===== config.mk =====
export PLATFORM = sky130hd
export DESIGN_NAME = register_file_param_flat
export DESIGN_NICKNAME = d
export VERILOG_FILES = /design/src/rtl/register_file_param_if.sv /design/src/rtl/register_file_param.sv /design/src/flat_wrapper.sv
export SDC_FILE = /design/constraint.sdc
export NUM_CORES = 1
export LEC_CHECK = 0
export ABC_CLOCK_PERIOD_IN_PS = 3710
export BUFFER_PORTS_ARGS = -buffer_cell sky130_fd_sc_hd__clkbuf_2
export CAP_MARGIN = 0
export CORE_UTILIZATION = 54
export CTS_BUF_LIST = sky130_fd_sc_hd__clkbuf_8 sky130_fd_sc_hd__clkbuf_16
export DETAILED_ROUTE_END_ITERATION = 12
export PLACE_DENSITY = 0.76
export SYNTH_ARGS = -nofsm -noshare
export SYNTH_HDL_FRONTEND = slang
export SYNTH_SLANG_ARGS = --single-unit

===== constraint.sdc =====
create_clock -name clk -period 3.71 [get_ports clk]
set_input_delay 0 -clock clk [delete_from_list [all_inputs] [get_ports clk]]
set_output_delay 0 -clock clk [all_outputs]
set_load 0.01 [all_outputs]

===== src/rtl/register_file_param_if.sv =====
// register_file_param_if: request/response bundle between the decode stage and the register file
interface register_file_param_if #(
  parameter int DATA_WIDTH = 32,
  parameter int ADDR_WIDTH = 5
);
  logic                  read;
  logic                  write;
  logic [ADDR_WIDTH-1:0] addr_r1;
  logic [ADDR_WIDTH-1:0] addr_r2;
  logic [ADDR_WIDTH-1:0] addr_w;
  logic [DATA_WIDTH-1:0] data_w;
  logic [DATA_WIDTH-1:0] data_r1;
  logic [DATA_WIDTH-1:0] data_r2;
  logic                  rd_valid;
  logic                  busy;
  modport master (
    output read, write, addr_r1, addr_r2, addr_w, data_w,
    input  data_r1, data_r2, rd_valid, busy
  );
  modport slave (
    input  read, write, addr_r1, addr_r2, addr_w, data_w,
    output data_r1, data_r2, rd_valid, busy
  );
endinterface


===== src/rtl/register_file_param.sv =====
// register_file_param: 2R/1W register file with hardware clear sequencer; define REGFILE_BYPASS_EN for write-through forwarding on read/write collisions
module register_file_param #(
  parameter int DATA_WIDTH = 32,
  parameter int ADDR_WIDTH = 5,
  parameter bit ZERO_REG   = 1'b1
) (
  input logic                 clk,
  input logic                 rst,
  register_file_param_if.slave bus
);
  localparam int DEPTH = 2 ** ADDR_WIDTH;
`ifdef REGFILE_BYPASS_EN
  localparam bit BYPASS = 1'b1;
`else
  localparam bit BYPASS = 1'b0;
`endif
  typedef enum logic {CLEAR, READY} state_t;
  state_t                state_q, state_d;
  logic [ADDR_WIDTH-1:0] clr_idx_q, clr_idx_d;
  logic [DATA_WIDTH-1:0] data_r1_q, data_r1_d, data_r2_q, data_r2_d;
  logic                  rd_valid_q, rd_valid_d;
  logic [DATA_WIDTH-1:0] mem_q [DEPTH];
  logic                  we, rd_acc, wr_acc;
  logic [ADDR_WIDTH-1:0] wa;
  logic [DATA_WIDTH-1:0] wd, rd1, rd2;
  assign rd_acc = state_q == READY && bus.read;
  assign wr_acc = state_q == READY && bus.write && !(ZERO_REG && bus.addr_w == '0);
  // zero register wins over forwarding, forwarding wins over the stored value
  assign rd1 = (ZERO_REG && bus.addr_r1 == '0) ? '0 :
               (BYPASS && wr_acc && bus.addr_r1 == bus.addr_w) ? bus.data_w : mem_q[bus.addr_r1];
  assign rd2 = (ZERO_REG && bus.addr_r2 == '0) ? '0 :
               (BYPASS && wr_acc && bus.addr_r2 == bus.addr_w) ? bus.data_w : mem_q[bus.addr_r2];
  // next state: clear walks every entry once, then requests are served
  always_comb begin
    state_d    = (state_q == CLEAR && &clr_idx_q) ? READY : state_q;
    clr_idx_d  = (state_q == CLEAR) ? clr_idx_q + ADDR_WIDTH'(1) : clr_idx_q;
    data_r1_d  = rd_acc ? rd1 : data_r1_q;
    data_r2_d  = rd_acc ? rd2 : data_r2_q;
    rd_valid_d = rd_acc;
    we         = state_q == CLEAR || wr_acc;
    wa         = (state_q == CLEAR) ? clr_idx_q : bus.addr_w;
    wd         = (state_q == CLEAR) ? '0 : bus.data_w;
  end
  // control and read-output registers; reset restarts the clear sequence
  always_ff @(posedge clk or posedge rst) begin
    if (rst) begin
      state_q    <= CLEAR;
      clr_idx_q  <= '0;
      data_r1_q  <= '0;
      data_r2_q  <= '0;
      rd_valid_q <= 1'b0;
    end else begin
      state_q    <= state_d;
      clr_idx_q  <= clr_idx_d;
      data_r1_q  <= data_r1_d;
      data_r2_q  <= data_r2_d;
      rd_valid_q <= rd_valid_d;
    end
  end
  // storage array, shared by the clear sequencer and the write port
  always_ff @(posedge clk) begin
    if (we) mem_q[wa] <= wd;
  end
  assign bus.data_r1  = data_r1_q;
  assign bus.data_r2  = data_r2_q;
  assign bus.rd_valid = rd_valid_q;
  assign bus.busy     = state_q == CLEAR;
endmodule


===== src/flat_wrapper.sv =====
// flat-port wrapper written by rule: the top's interface ports become plain ports
module register_file_param_flat 
#(
  parameter int DATA_WIDTH = 32,
  parameter int ADDR_WIDTH = 5,
  parameter bit ZERO_REG   = 1'b1
)
  (clk, rst, bus_read, bus_write, bus_addr_r1, bus_addr_r2, bus_addr_w, bus_data_w, bus_data_r1, bus_data_r2, bus_rd_valid, bus_busy);
  register_file_param_if #(.DATA_WIDTH(DATA_WIDTH), .ADDR_WIDTH(ADDR_WIDTH)) bus_i ();
  input logic clk;
  input logic rst;
  input wire logic [$bits(bus_i.read)-1:0] bus_read;
  input wire logic [$bits(bus_i.write)-1:0] bus_write;
  input wire logic [$bits(bus_i.addr_r1)-1:0] bus_addr_r1;
  input wire logic [$bits(bus_i.addr_r2)-1:0] bus_addr_r2;
  input wire logic [$bits(bus_i.addr_w)-1:0] bus_addr_w;
  input wire logic [$bits(bus_i.data_w)-1:0] bus_data_w;
  output wire logic [$bits(bus_i.data_r1)-1:0] bus_data_r1;
  output wire logic [$bits(bus_i.data_r2)-1:0] bus_data_r2;
  output wire logic [$bits(bus_i.rd_valid)-1:0] bus_rd_valid;
  output wire logic [$bits(bus_i.busy)-1:0] bus_busy;
  assign bus_i.read = bus_read;
  assign bus_i.write = bus_write;
  assign bus_i.addr_r1 = bus_addr_r1;
  assign bus_i.addr_r2 = bus_addr_r2;
  assign bus_i.addr_w = bus_addr_w;
  assign bus_i.data_w = bus_data_w;
  assign bus_data_r1 = bus_i.data_r1;
  assign bus_data_r2 = bus_i.data_r2;
  assign bus_rd_valid = bus_i.rd_valid;
  assign bus_busy = bus_i.busy;
  register_file_param #(.DATA_WIDTH(DATA_WIDTH), .ADDR_WIDTH(ADDR_WIDTH), .ZERO_REG(ZERO_REG)) u_core (.clk(clk), .rst(rst), .bus(bus_i));
endmodule

==> results.txt, run 1 <==
- Across the routed clock network, the largest skew measured is 0.0217 ns.
* Slowest stage cell, crit path: nor2_4
- Based on the critical path, the design can be clocked at up to 356 MHz.
* Post-synthesis cell area: 49600 sq um
- For met2 alone, demand over resource in global routing was between 40% and 50%.
* FF-to-FF Start: u_core.state_q
- For the worst flop-to-flop path, the logic depth is 4.
- Ratio of routed vias to standard cells: 7.40
- Post-CTS Repair Setup Buffers: 0
* Leading cell types in the layout, fill and taps excluded: 1024 x edfxtp_1, 467 x mux4_2, 165 x mux2i_1
- The initial antenna violation count came to 3.
* Total I/O pin count: 117
- The tree is rooted in a clkbuf_16.
- Final-report setup violation count: 0
- The max-slew violation count is 2.
- Number of enable-type register cells in the synthesized netlist: 1024
* Vias after detailed routing: between 20000 and 30000
- The post-route netlist has between 30% and 40% of its cells at a drive strength greater than 1.
* Die extent in y: 305 um
- The number of global-route vias before repair is about 30000.
- Setup repair after global routing missed its margin: false
- Initial DRC Count: 4603
- For hold timing, the worst endpoint is u_core.bus.data_r2[24].
- Sequential cell area fraction in the yosys report: 65.6%
- Number of clock sinks seen by CTS: 1095
- Number of distinct library cells after synthesis: 52
- Nature of the critical path endpoint: flop
* Power per standard cell area: just under 500 nW/um^2
- Reg-to-reg endpoint: u_core.mem_q[9][1]
- Before CTS, the worst setup slack after placement is roughly 0.58 ns.
- Wire length of the first global-routing pass: 205 mm
* Worst min-delay path class: in -> reg
* Worst-case setup margin in the final layout: 0.900 ns
* H-tree depth: 3
- Synth-to-Final Area Change: 13.3%
- For this run, the total global-route usage over all layers was measured as 30.9%.
- Counting both buffers and inverters, the worst setup path holds a total of 1.
- Clock latency at the later pin of the worst-skew pair: 0.69 ns
- The analysis attributes to cell leakage a power of 18.5 nW.
- Setup Total Neg Slack: 0 ns
- Cell count of the worst hold path: 4
* Non-filler instance count after layout: between 3000 and 4000
* Final-stage net count: about 2700
* Slew at the pin with the worst max-slew slack: 1.50 ns
- Busiest metal layer after global routing: met2
- Counting tap cells, the placed design contains a total of 3699 instances.
- The worst path needs roughly 2.8 ns of the cycle, external delays included.
- The kind of cell with the highest combined delay along the critical path is simple AND/OR/NAND/NOR gates.
- 0 antenna diodes ended up in the layout.
- Maximum number of pins on one net before global-route repair: 78
- Die width: 305 um
- Max IR drop VDD: 0.463 mV
* Detailed-route wire length: 142 mm
- The clock passes through at most 3 buffers.
- CP peak stage delay: around 0.66 ns
* Global-route congestion overflow total: 0
* Num CTS Buffers: 109
- Startpoint of the worst hold path: bus_addr_r2[3]
- TritonCTS clock tree: yes
* Rel. slew slack: -2.43%
- Slack of the worst reg-to-reg path: between 0.8 and 0.9 ns
* Share of synthesized registers carrying an async set or reset: 6.48%
* Synthesis warning total: 0
* Fillers: 6102
* Most common cell after layout, fill and taps aside: edfxtp_1
* Register bit total from synthesis: 1095
- In this run the tool buffered the top-level ports with 116 buffer cells.
* Core ar.: between 90000 and 100000 sq um
- STA classifies the critical path startpoint as a flop.
- Along the worst path, the maximum fanout reaches 19.
- Final-report hold violation count: 0
- After detailed routing, the number of remaining DRC violations is 0.
- At the worst endpoint, the arrival time is between 3 and 4 ns.
* Placer Congestion: 0.920
* Gate count after technology mapping: 2467
- Remaining number of nets flagged by the antenna check after routing: 0
- Clk slew on worst S/H paths: 0.06 ns
- The initial utilization of the core area, before any placement, comes to 54.8%.
- Of the available clock period, the critical path in the final layout requires around three quarters.
- GRT met3 Usage: under 10%
- At the worst endpoint, the required time is 4.09 ns.
- Across the run, the number of max-cap violations was 2.
- The pre-antenna-repair detailed-routing pass consisted of 6 iterations.
- The die covers around 93000 sq um.
* Row count: 110
* Post-DR wirelength/cell: between 30 and 40 um
- Summed over all nets, the half-perimeter wirelength after detailed placement is approximately 87 mm.
- Outcome: complete, but fails checks
* Synth Area per Inst: roughly 20 sq um
* Worst-path cell chain: mux2i_1 -> nand2_1 -> nor2_4 -> buf_12
* Synthesized netlist net count: 2520
- Violations in the final reports: max-capacitance violations, max-slew violations
* Met1 global-route usage: 42.6%
* Worst Path Class, Setup: reg -> reg
- For this run, the leading register cell type out of synthesis is edfxtp_1.
[layer usage]
layer	wire length (um)	up-vias	part of all wire, %
li1	-	11100	-
met1	51000	15200	36
met2	67200	2354	47
met3	17600	374	12
met4	6630	4	4.7
met5	15	-	0.011
[state kept, by name (all words and copies together), names as in the netlist]
register	count
u_core.state_q	1
u_core.bus.rd_valid	1
u_core.mem_q	1024
u_core.clr_idx_q	5
u_core.bus.data_r1	32
u_core.bus.data_r2	32
[stage by stage]
step | util (%) | hold slack, ns | power, mW | instance area (sq um)
final | 62.1 | 0.0334 | 27.0 | 56200
after global routing | 62.1 | 0.0412 | 27.6 | 56200
after CTS | 62.1 | 0.00109 | 27.0 | 56200
after detailed placement | 57.9 | 0.0992 | 16.2 | 52400
after global placement | 57.9 | 0.0885 | 16.2 | 52400
after floorplan | - | 0.241 | 15.3 | 49600
[logic make-up (layout without fill, tap and decap cells)]
logic type,after synthesis,in the layout,synth area share [%]
flops,1095,1095,65.6
mux,678,678,25.6
compound gates,283,283,4.70
simple gates,205,205,1.94
buf+inv,201,481,2.11
xor+xnor,3,3,0.0530
fa+ha+maj,2,2,0.0504
[power breakdown]
group          leakage (nW)  internal [mW]  switching, mW
registers              10.1           13.6          0.140
clock network          1.84           6.27           4.74
logic                  6.60          0.904           1.35
total                  18.5           20.8           6.23
[synth_stat cells (2+ instances only)]
library cell     n  area (sq um)
a2111oi_0       12           105
a2111oi_1        8          80.1
a2111oi_2        2          30.0
a211o_1         11          96.3
a211oi_1        31           233
a21oi_1          3          15.0
a221oi_1        32           280
a22o_1          63           552
a22oi_1         42           315
a32o_1          11           110
and2_1          32           200
buf_1           16          60.1
buf_2           55           275
buf_4           23           173
buf_6           14           158
buf_8            3          45.0
clkbuf_1        85           319
dfrtp_1         71          1780
edfxtp_1      1024         30700
ha_1             2          25.0
inv_1            4          15.0
mux2_1           8          90.1
mux2_2          38           428
mux2i_1        165          1650
mux4_2         467         10500
nand2_1         63           236
nand3_1         16          80.1
nand3b_1         4          30.0
nor2_1          64           240
nor2b_1          7          43.8
nor3_1           3          15.0
nor3b_1          2          15.0
nor4b_1          2          17.5
o2111ai_1       21           184
o221ai_1        11          96.3
o22ai_1         31           194
or3_1            4          25.0
xnor2_1          3          26.3
[tightest hold or removal path, stage by stage]
cell	delay [ns]
clkbuf_2	0.24
nand3_1	0.15
o2111a_1	0.20
o41ai_1	0.07
[worst max path at each step]
stage	from	end	slack (ns)	depth (start not counted)
after floorplan	u_core.state_q	u_core.mem_q[19][0]	0.56	4
after global placement	bus_addr_r1[0]	u_core.bus.data_r1[28]	0.59	7
after detailed placement	bus_addr_r1[0]	u_core.bus.data_r1[28]	0.58	7
after CTS	u_core.state_q	u_core.mem_q[12][27]	0.93	4
after global routing	u_core.state_q	u_core.mem_q[19][27]	0.78	4
final	u_core.state_q	u_core.mem_q[9][1]	0.90	4
[area by class of cell]
type | count | area [sq um] | share of cell area [%]
multi-input combinational | 1171 | 16400 | 29.1
inverter | 5 | 20.0 | 0.0356
clock buffer | 115 | 2830 | 5.04
clock inverter | 88 | 731 | 1.30
timing repair buffer | 273 | 2270 | 4.04
tap | 1176 | 1470 | 2.62
sequential | 1095 | 32500 | 57.9
[repair_timing]
| action | CTS | global route |
|---|---|---|
| hold buffers | 21 | 0 |
| resized for setup | 0 | 0 |
| endpoints found under the hold margin | 517 | 0 |
(Power assumes the default switching activity.)
==> inputs of run 2 (changes only) <==
Settings changed: ABC_CLOCK_PERIOD_IN_PS 3710 to 2400, PLACE_DENSITY 0.76 to 0.79.
Clock period 3.71 ns to 2.4 ns, I/O delays scaled along.
==> run 2 against run 1 <==
Net effect: the run now ends clean; die area is the same; cell area grew 2.5%; first-iteration DRC count shrank 11%; power grew 58%.
==> results.txt, run 2 (synthesis gave the netlist of run 1 again) <==
* Arrival time at the worst endpoint: 3.00 ns
- Of the total power, the share spent switching nets is a little under a quarter.
- The critical path goes through buf_4 -> nand2_4 -> buf_12 -> a2111oi_1 -> a22o_1.
- Final-report hold violation count: 0
* CP peak stage delay: 0.79 ns
- In this run the remaining antenna-violating nets after routing total 0.
- Net switching power: a little under 10 mW
* Fillers: ~6000
- Worst setup SP type: flop
- After clock tree synthesis, the clock-pin slew on the worst setup and hold paths is roughly 0.06 ns.
- Initial antenna violation count: 2
- During placement, the flow inserted port buffers numbering roughly 120.
- The tool flagged a number of max-cap violations equal to 0.
- Of the total power, registers draw 50.0%.
- The run finished with clean final reports.
- Min Tclk post-route: 2.39 ns
- The clock reaches the later pin of the worst-skew pair after 0.69 ns.
- Layout cell share with drive strength beyond 1: between 30% and 40%
- Fmax: 419 MHz
- Number of flip-flops in the largest register: 1024
* Residual DRC: 0
- Worst Path Class, Setup: reg -> reg
- Slowest stage cell, crit path: a2111oi_1
- Max Transition Viols Final: 0
* Final-report setup violation count: 0
* Int Power: 32.9 mW
- In the layout the commonest cells are 1024 x edfxtp_1, 467 x mux4_2, 164 x mux2i_1.
* Effective utilization at floorplan: a little over half
- In the routed layout, each cell is associated on average with a via count of 7.30.
- In this run the static leakage power is approximately 19 nW.
- Maximum number of pins on one net before global-route repair: 72
* Worst-path maximum fanout: 34
- Counting every sink on the clock net gives 1095.
- Wire length of the first global-routing pass: 209 mm
* Initial DRC Count: approximately 4100
* Vias after detailed routing: 29400
- The first TritonRoute pass finished after 6 iterations.
- Power per standard cell area: about 740 nW/um^2
- Across the VDD grid, the largest voltage drop is 0.654 mV.
- Total Die Area: 93100 sq um
* Most common cell after layout, fill and taps aside: edfxtp_1
- Post-DR wirelength/cell: approximately 36 um
* Die width: 305 um
- On the final layout, the worst hold slack is 0.0215 ns.
- Total I/O pin count: 117
- The clock network is responsible for slightly above 40% of the overall power.
- In the final routing, the length of wire on met1 measures 49.9 mm.
* Slew at the pin with the worst max-slew slack: ~1.3 ns
* Placer Congestion: 0.903
- Counting the buffers created by CTS gives 106.
* Post-layout power: about 43 mW
- Clock tree synthesis selected as its root buffer the cell clkbuf_16.
* Comb pwr share: between 8 and 9%
- TritonCTS built the clock tree.
* Final Cycle Share: between 90% and 100%
* Global-route congestion overflow total: 0
- CP required: 3.01 ns
- After legalization and detailed placement, the total HPWL measured a little under 90 mm.
- The number of global-route vias before repair was 30600.
* Synth-to-Final Area Change: 16.1%
- Row count: 110
- Headroom to the max-slew limit came out at 10.9%.
* Highest metal used: met5
- The final layout contains routed wiring with a total length of 143 mm.
- Core ar.: roughly 91000 sq um
- Wire segments on met2 add up to 68.6 mm in the final route.
- The worst setup path is captured at a flop.
* H-tree depth: 3
- After the last flow step, the layout net total stands at 2806.
- Clock Skews: 0.0317 ns
- Across every metal layer, demand over resource in global routing totals 31.2%.
- The floorplan step set the die height to 305 um.
* Wire length on met3: 17.6 mm
* Worst min-delay path class: in -> reg
* Maximum clock path buffer count: 3
- Register with the most flip-flops: u_core.mem_q
## run 2: cell types whose count changed in the layout (fill, tap and decap cells not counted), moves of 2 or more
cell and change:
inv_1 -3, clkinv_2 -10, clkinvlp_4 +2, dlygate4sd3_1 +5, clkinv_1 -3, buf_4 +58
buf_12 +38, bufinv_16 +3, clkbuf_8 +6, diode_2 +3
## run 2: stage by stage
step	cells	area [sq um]	setup TNS (ns)	worst slack [ns]	utilization [%]
6_report	4024	57600	0	0.0139	63.6
5_1_grt	4021	57600	-0.0576	-0.00807	63.6
4_1_cts	4021	57600	0	0.00807	63.6
3_5_place_dp	3795	53600	-0.0621	-0.0621	59.2
3_3_place_gp	3795	53600	-0.0533	-0.0533	59.2
2_1_floorplan	2467	49700	-192.65	-0.308	-
## run 2: final timing paths
kind | from | to | slack (ns) | depth (start not counted)
worst max-delay path | u_core.state_q | u_core.bus.data_r1[14] | 0.01 | 5
worst min-delay path | bus_data_w[15] | u_core.mem_q[15][15] | 0.02 | 3
worst max register to register | u_core.state_q | u_core.bus.data_r1[14] | 0.01 | 5
worst min register to register | u_core.clr_idx_q[3] | u_core.clr_idx_q[3] | 0.49 | 1
max in group asynchronous | rst | u_core.bus.rd_valid | 1.49 | 5
min in group asynchronous | rst | u_core.bus.data_r2[3] | 0.52 | 5
## run 2: critical path: cells and delay by family, from the launching register on
kind / cells / cell delay, ns
AND/OR/NAND/NOR: 1 / 0.19
AO/OA/AOI/OAI: 2 / 1.02
buffers and inverters: 2 / 0.54
flip-flops: 1 / 0.55
## run 2: power groups by stage
stage	Sequential, mW	Combinational, mW	Clock [mW]
global route	21.3	3.82	18.4
CTS	21.3	3.64	17.7
global placement	21.7	3.51	0
finish	21.3	3.67	17.6
floorplan	21.6	2.08	0
detailed placement	21.7	3.58	0
## run 2: layout make-up
cell class                      instances  area [sq um]  share of cell area [%]
Timing Repair Buffer                  374          3520                    6.10
Sequential cell                      1095         32500                    56.5
Inverter                                5          20.0                  0.0347
Tap cell                             1176          1470                    2.55
Clock inverter                         78           776                    1.35
Multi-Input combinational cell       1171         16400                    28.4
Antenna cell                            3          7.51                  0.0130
Clock buffer                          122          2940                    5.10
## run 2: metal layers
metal / global-route usage (%) / vias to the layer above
li1: - / 11300
met2: 49.0 / 2322
met3: 8.39 / 424
met4: 14.4 / 4
met5: 0 / -
met1: 41.0 / 15300
## run 2: what timing repair did
action / CTS / global route
hold buffers: 26 / 0
setup buffers: 0 / 0
setup endpoints to repair: 1 / 261
endpoints found under the hold margin: 618 / 0
resized for setup: 1 / 2
